`src/rtl/action_decoder.sv`:
```
// action_decoder: translates strobed IR command bytes into a registered
// action code, control mode and speed level, with a hold watchdog that
// stops the car when the remote goes silent and a saturating counter of
// unrecognised command bytes.
module action_decoder #(
    parameter int HOLD_CYCLES   = 10_000_000,
    parameter int SPEED_LEVELS  = 4,
    parameter int SPEED_DEFAULT = 2,
    parameter int ERR_W         = 8,
    localparam int SPEED_W      = $clog2(SPEED_LEVELS)
) (
    input  logic               clk_in,
    input  logic               rst,
    input  logic [7:0]         frame_data,
    input  logic               frame_valid,
    input  logic               frame_repeat,
    output logic [3:0]         action,
    output logic [1:0]         mini_car_mode,
    output logic [SPEED_W-1:0] speed,
    output logic               action_valid,
    output logic               timeout,
    output logic [ERR_W-1:0]   err_cnt
);

    // Watchdog counter only needs to reach HOLD_CYCLES-1.
    localparam int WD_W = (HOLD_CYCLES > 1) ? $clog2(HOLD_CYCLES) : 1;

    localparam logic [WD_W-1:0]    WD_LAST    = WD_W'(HOLD_CYCLES - 1);
    localparam logic [SPEED_W-1:0] SPEED_MAX  = SPEED_W'(SPEED_LEVELS - 1);
    localparam logic [SPEED_W-1:0] SPEED_INIT = SPEED_W'(SPEED_DEFAULT);

    localparam logic [3:0] ACT_STRAIGHT  = 4'h2;
    localparam logic [3:0] ACT_TURN_L    = 4'h4;
    localparam logic [3:0] ACT_TURN_R    = 4'h5;
    localparam logic [3:0] ACT_STURN_L   = 4'h6;
    localparam logic [3:0] ACT_STURN_R   = 4'h7;
    localparam logic [3:0] ACT_REV_L     = 4'h8;
    localparam logic [3:0] ACT_REV_R     = 4'h9;
    localparam logic [3:0] ACT_RETREAT   = 4'hA;
    localparam logic [3:0] ACT_STOP      = 4'hF;

    typedef enum logic [1:0] {
        MODE_MANUAL = 2'b00,
        MODE_AUTO_A = 2'b01,
        MODE_AUTO_B = 2'b10,
        MODE_OFF    = 2'b11
    } mode_t;

    mode_t              mode_r,         mode_nxt;
    logic [3:0]         action_r,       action_nxt;
    logic [SPEED_W-1:0] speed_r,        speed_nxt;
    logic [ERR_W-1:0]   err_r,          err_nxt;
    logic [WD_W-1:0]    wd_r,           wd_nxt;
    logic               action_valid_r, action_valid_nxt;
    logic               timeout_r,      timeout_nxt;
    logic               manual;

    function automatic logic [SPEED_W-1:0] sat_speed_inc(input logic [SPEED_W-1:0] s);
        return (s >= SPEED_MAX) ? SPEED_MAX : s + 1'b1;
    endfunction

    function automatic logic [SPEED_W-1:0] sat_speed_dec(input logic [SPEED_W-1:0] s);
        return (s == '0) ? '0 : s - 1'b1;
    endfunction

    function automatic logic [ERR_W-1:0] sat_err_inc(input logic [ERR_W-1:0] e);
        return (&e) ? e : e + 1'b1;
    endfunction

    assign manual = (mode_r == MODE_MANUAL);

    // Next-state decode of the command byte plus watchdog bookkeeping.
    always_comb begin
        mode_nxt    = mode_r;
        action_nxt  = action_r;
        speed_nxt   = speed_r;
        err_nxt     = err_r;
        wd_nxt      = wd_r;
        timeout_nxt = 1'b0;

        if (frame_valid) begin
            case (frame_data)
                8'h45: begin
                    mode_nxt   = MODE_MANUAL;
                    action_nxt = ACT_STOP;
                    speed_nxt  = SPEED_INIT;
                end
                8'h47: action_nxt = ACT_STOP;
                8'h42: if (mode_r != MODE_OFF) begin
                    mode_nxt   = MODE_MANUAL;
                    action_nxt = ACT_STOP;
                end
                8'h52: if (mode_r != MODE_OFF) begin
                    mode_nxt   = MODE_AUTO_A;
                    action_nxt = ACT_STOP;
                end
                8'h4A: if (mode_r != MODE_OFF) begin
                    mode_nxt   = MODE_AUTO_B;
                    action_nxt = ACT_STOP;
                end
                8'h40: if (manual) action_nxt = ACT_STRAIGHT;
                8'h07: if (manual) action_nxt = ACT_TURN_L;
                8'h09: if (manual) action_nxt = ACT_TURN_R;
                8'h16: if (manual) action_nxt = ACT_STURN_L;
                8'h0D: if (manual) action_nxt = ACT_STURN_R;
                8'h43: if (manual) action_nxt = ACT_REV_L;
                8'h44: if (manual) action_nxt = ACT_REV_R;
                8'h19: if (manual) action_nxt = ACT_RETREAT;
                8'h15: if (manual) action_nxt = ACT_STOP;
                8'h0C: if (manual) speed_nxt = sat_speed_inc(speed_r);
                8'h18: if (manual) speed_nxt = sat_speed_dec(speed_r);
                default: err_nxt = sat_err_inc(err_r);
            endcase
        end

        // Any strobe refreshes the watchdog and pre-empts an expiry this cycle.
        if (frame_valid || frame_repeat) begin
            wd_nxt = '0;
        end else if (manual && (action_r != ACT_STOP)) begin
            if (wd_r == WD_LAST) begin
                wd_nxt      = '0;
                action_nxt  = ACT_STOP;
                timeout_nxt = 1'b1;
            end else begin
                wd_nxt = wd_r + 1'b1;
            end
        end else begin
            wd_nxt = '0;
        end

        action_valid_nxt = (action_nxt != action_r);
    end

    // State register; reset overrides any strobe in the same cycle.
    always_ff @(posedge clk_in) begin
        if (rst) begin
            mode_r         <= MODE_OFF;
            action_r       <= ACT_STOP;
            speed_r        <= SPEED_INIT;
            err_r          <= '0;
            wd_r           <= '0;
            action_valid_r <= 1'b0;
            timeout_r      <= 1'b0;
        end else begin
            mode_r         <= mode_nxt;
            action_r       <= action_nxt;
            speed_r        <= speed_nxt;
            err_r          <= err_nxt;
            wd_r           <= wd_nxt;
            action_valid_r <= action_valid_nxt;
            timeout_r      <= timeout_nxt;
        end
    end

    assign action        = action_r;
    assign mini_car_mode = mode_r;
    assign speed         = speed_r;
    assign action_valid  = action_valid_r;
    assign timeout       = timeout_r;
    assign err_cnt       = err_r;

endmodule

```
`config.mk`:
```
export PLATFORM = sky130hd
export DESIGN_NAME = action_decoder
export DESIGN_NICKNAME = d
export VERILOG_FILES = /design/src/rtl/action_decoder.sv
export SDC_FILE = /design/constraint.sdc
export NUM_CORES = 1
export LEC_CHECK = 0
export BUFFER_PORTS_ARGS = -buffer_cell sky130_fd_sc_hd__clkbuf_2
export CAP_MARGIN = 0
export CORE_MARGIN = 8
export CORE_UTILIZATION = 45
export DETAILED_ROUTE_END_ITERATION = 6
export PLACE_DENSITY = 0.66
export SKIP_LAST_GASP = 1
export SYNTH_ARGS = -nofsm -noshare
export SYNTH_HDL_FRONTEND = slang
export SYNTH_SLANG_ARGS = --single-unit
```
`constraint.sdc`:
```
create_clock -name clk_in -period 2.1 [get_ports clk_in]
set_clock_uncertainty 0.05 [all_clocks]
set_input_delay 0.315 -clock clk_in [delete_from_list [all_inputs] [get_ports clk_in]]
set_output_delay 0.315 -clock clk_in [all_outputs]
set_load 0.005 [all_outputs]
```
# After elaboration in Yosys (flattened, before gate mapping)
# Index checks and enable logic that the tools add are counted.
# Widths: inputs -> output; s select.
# word_totals
memories	0
in_bits	12
latchBits	0
word_cells	80
ram_bits	0
reg_bits	42
romBits	0
# classes
mux	25
multipliers	0
n_reduce_logical	15
n_shift	0
n_bitwise	3
n_eq_ne	25
n_lt_le_gt_ge	1
addsub	4
div_mod_pow	0
# ops
operator	count
$eq 8x7->1 const B	8
$mux 4	14
$pmux 4 s11	1
$eq 8x5->1 const B	4
$add 24x1->24 const B	1
$eq 24x24->1 const B	1
$eq 8x4->1 const B	3
$reduce_or 16->1	1
$mux 2	7
$ne 2x2->1 const B	6
$add 8x1->8 const B	1
$eq 8x3->1 const B	1
$pmux 2 s4	1
$reduce_and 8->1	1
$pmux 2 s3	1
$reduce_or 3->1	2
$reduce_and 5->1	1
$logic_not 2->1	2
$ne 4x4->1	1
$ne 4x4->1 const B	1
$reduce_and 4->1	1
$reduce_bool 4->1	1
$reduce_or 4->1	1
$not 1->1	3
9 further kinds	9

# Logic depth before layout (Yosys ltp)
# depth
word_depth	8
ltp_mapped	8

# Worst setup path before layout
# OpenSTA, ideal clock, no wires.
# synth_path
path_type	in2reg
start	in frame_data[3]
end	reg action_valid_r, in the netlist action_valid
arrival_time_ps	1861
slack_ps	55
setup_time_ps	134
cell_stages	7
n_path_buf	2
cell_sequence	buf_2 > buf_2 > nor2_1 > or4b_2 > o2111a_1 > a2111oi_2 > a31oi_1
# synth_via
elab_chain_cells	8
elab_cells_between_ends	22
cone_classes	15 x eq/ne; 5 x mux; 2 x reduce/logical
# synth_rtl
element	line	text
from (decl)	14	input logic [7:0] frame_data,
$eq 8x7->1	82	case (frame_data)
$reduce_or 3->1 (no line) / $reduce_or 2->1 (equally long branches)	-	
$pmux 4 s11 *	82	
$mux 4 *	81	if (frame_valid) begin
$mux 4	120	if (wd_r == WD_LAST) begin
$mux 4	119	end else if (manual && (action_r != ACT_STOP)) begin
$mux 4 *	117	if (frame_valid || frame_repeat) begin
$ne 4x4->1 *	131	action_valid_nxt = (action_nxt != action_r);
to (signal assigned)	150	action_valid_r <= action_valid_nxt;
to (decl)	54	logic action_valid_r, action_valid_nxt;
# Every way passes the cells marked *; elsewhere a longest branch is shown, timed or not.
# A chain may end at the register's enable or synchronous reset.

# Final worst setup path
# layout_path
start	reg err_r[1], in the netlist err_cnt[1]
end	reg err_r[5], in the netlist err_cnt[5]
# layout_via
elab_chain_cells	3
elab_cells_between_ends	4
cone_classes	1 x add/sub; 1 x bitwise; 2 x reduce/logical
# layout_rtl
element	line	text
from (decl)	52	logic [ERR_W-1:0] err_r, err_nxt;
from (signal assigned)	148	err_r <= err_nxt;
branches (longest 3 deep; another with $add 8x1->8)	-	
# Several ways; the timed one is not identified.

==> flow_summary.toml <==
[global_route]
overflow = 0
grt_pass1_vias = 2591
grt_start_max_net_pins = 24
track_usage_pct = 16.7
antenna_found_initial = 0
grt_pass1_wl_mm = 12.2

[die]
rows = 28
die_area_um2 = 8750
initial_core_util_pct = 46.2
die_x_um = 93.5
core_area_um2 = 5850
io_pins = 30
die_h_um = 93.5

[placement]
gp_congestion = 0.902
pre_cts_slack_ns = -0.0808
hpwl_mm = 5.47
placed_cells = 475
port_buffers = 29

[sta]
fmax_mhz = 498
hold_viol = 0
final_max_slew_viol_count = 0
grt_setup_unrepaired = "false"
slew_headroom_pct = 63.9
fin_setup_tns_ns = 0
worst_slew_pin_slew_ns = 0.537
whs_ns = 0.354
setup_viol = 0
min_period_over_period_pct = 95.6
finalWorstSetupSlack_ns = 0.0928
period_needed_ns = 2.01

[synthesis]
synth.distinct_cells = 60
synth_xor_area_share_pct = 7.77
synth_fp_nets = 349
yosysTopAreaCell = "dfxtp_1"
synth_top_flop_cell = "dfxtp_1"
synth_area_leaders = "dfxtp_1, nor2_1, xor2_1"
synth_top_family_by_area = "simple AND/OR/NAND/NOR gates"
yosys.area.top_type_share_pct = 31.1
syn_inst = 335
synthAdderAreaFrac_pct = 0.925
synth-compound-area-share_pct = 17.9
syn-cell-area_um2 = 2700
synth-warning-count = 0
seq_area_frac_synth_pct = 31.1
async_flop_share_pct = 0
synth_common_cells = "nor2_1, dfxtp_1, nand3_1, nand2_1, a21oi_1"
ys_ff_latch = 42
synth_edf_count = 0
synth.avg_cell_area_um2 = 8.07
yosys.area_share.simple_pct = 36.9
synth_most_common_cell = "nor2_1"
synth.area.mux_share_pct = 1.11

[clock_network]
h-tree-depth = 2
cts_root_buf = "clkbuf_8"
cts.sinks = 42
cts_tree = "done"
cts.clk_slew.worst_paths_ns = 0.09
clock_latency_ns = 0.29
cts_buffers = 5
clock_path_buffers = 2
hold_buffers = 0

[setup_path]
max_stage_delay_ns = 0.52
endpoint_kind = "flop"
worstPathRequired_ns = 2.27
cp.arrival_ns = 2.18
crit_path_top_delay_cell = "or4_1"
startpoint_type = "flop"
cp_top_family = "simple AND/OR/NAND/NOR gates"
crit_fanout = 5
path_buf_inv = 0
worstPathCellList = "ha_1 > nand3_1 > o21ai_0 > nor3b_2 > nand4_2 > or4_1 > a21oi_1"
worst-setup-path-type = "reg2reg"

[power]
power_density_nw_per_um2 = 461
leakagePower_nw = 1.26
vdd_drop_max_v = 0.000612

[detailed_routing]
first_iter_violations = 206
vias = 2742
route.detailed.drc = 0
wl_per_cell_um = 15.0
routed_wl_mm = 7.25
drtPass1Iterations = 4
vias_per_cell = 5.65
antenna_left = 0

[final_layout]
synthToLayoutAreaGrowth_pct = 25.0
fin_nets = 423
drive_gt1_share_pct = 26.1
antenna_cells = 0
final_cells = 485

[worst_hold_path]
hold_path.class = "in2reg"

[outcome]
status = "complete, no violations"

[run]
maxCapViolCount = 0
-- cells by family after synthesis --
kind of cell	Yosys count
adders and majority gates	2
xor gates and xnor gates	24
DFF	42
muxes	3
and+or+nand+nor	172
buffers and inverters	23
AOI/OAI and AO/OA	69
-- metrics by stage --
step / instance area (um2) / total power [mW] / utilization (%)
after floorplan: 2700 / 0.935 / -
after global placement: 3270 / 1.03 / 55.9
after detailed placement: 3270 / 1.03 / 55.9
after CTS: 3360 / 1.57 / 57.5
after global routing: 3380 / 1.63 / 57.8
final: 3380 / 1.56 / 57.8
-- registers in the layout (all words and copies together) (netlist names) --
signal / count
action_valid: 1
mini_car_mode: 2
timeout: 1
err_cnt: 8
speed: 2
action: 4
wd_r: 24
-- where the power goes --
| part | switching (mW) | internal [mW] |
|---|---|---|
| clock | 0.301 | 0.238 |
| combinational | 0.106 | 0.105 |
| sequential | 0.00793 | 0.803 |
-- area by class of cell --
class | instances | area [um2]
fill | 566 | 2470
multi-input combinational | 271 | 1760
inverter | 7 | 26.3
sequential | 42 | 841
timing repair buffer | 82 | 568
clock inverter | 3 | 23.8
clock buffer | 5 | 68.8
tap | 75 | 93.8
-- tightest hold or removal path: cells and delay by family --
kind | cells | cell delay (ns)
buffers and inverters | 1 | 0.09
and+or+nand+nor | 3 | 0.24
-- final timing paths --
check / slack [ns] / startpoint / cells after the start / end
setup / recovery: 0.09 / err_cnt[1] / 7 / err_cnt[5]
setup reg to reg: 0.09 / err_cnt[1] / 7 / err_cnt[5]
hold reg to reg: 0.40 / wd_r[0] / 1 / wd_r[0]
hold / removal: 0.35 / frame_repeat / 4 / timeout
-- repair_timing --
action / CTS / global route
gates resized for setup: 0 / 1
buffers inserted: 0 / 1
endpoints found under the setup margin: 0 / 1
-- placed cells by master (no fill, tap or decap), types with 5 or more instances in the layout --
cell type	netlist	routed
nand2_1	18	18
nand3_1	22	22
and3_1	8	8
inv_1	7	7
o21ai_0	14	14
clkbuf_2	0	29
nor2b_1	5	5
a21oi_1	16	16
clkbuf_8	0	5
o211ai_1	5	5
xor2_1	14	14
nand4_1	12	13
buf_4	1	51
nor3_1	6	6
and2_1	5	5
or4_1	6	6
dfxtp_1	42	42
xnor2_1	10	10
nor2_1	45	45
-- layer usage --
| layer | wire length [um] | share of wire (%) | GRT usage [%] |
|---|---|---|---|
| met1 | 3740 | 52 | 23.8 |
| met2 | 3080 | 42 | 24.6 |
| met3 | 374 | 5.2 | 3.13 |
| met4 | 56 | 0.77 | 4.56 |
| met5 | 0 | 0 | 0 |
Note: power is estimated with default switching activity, not from simulation.
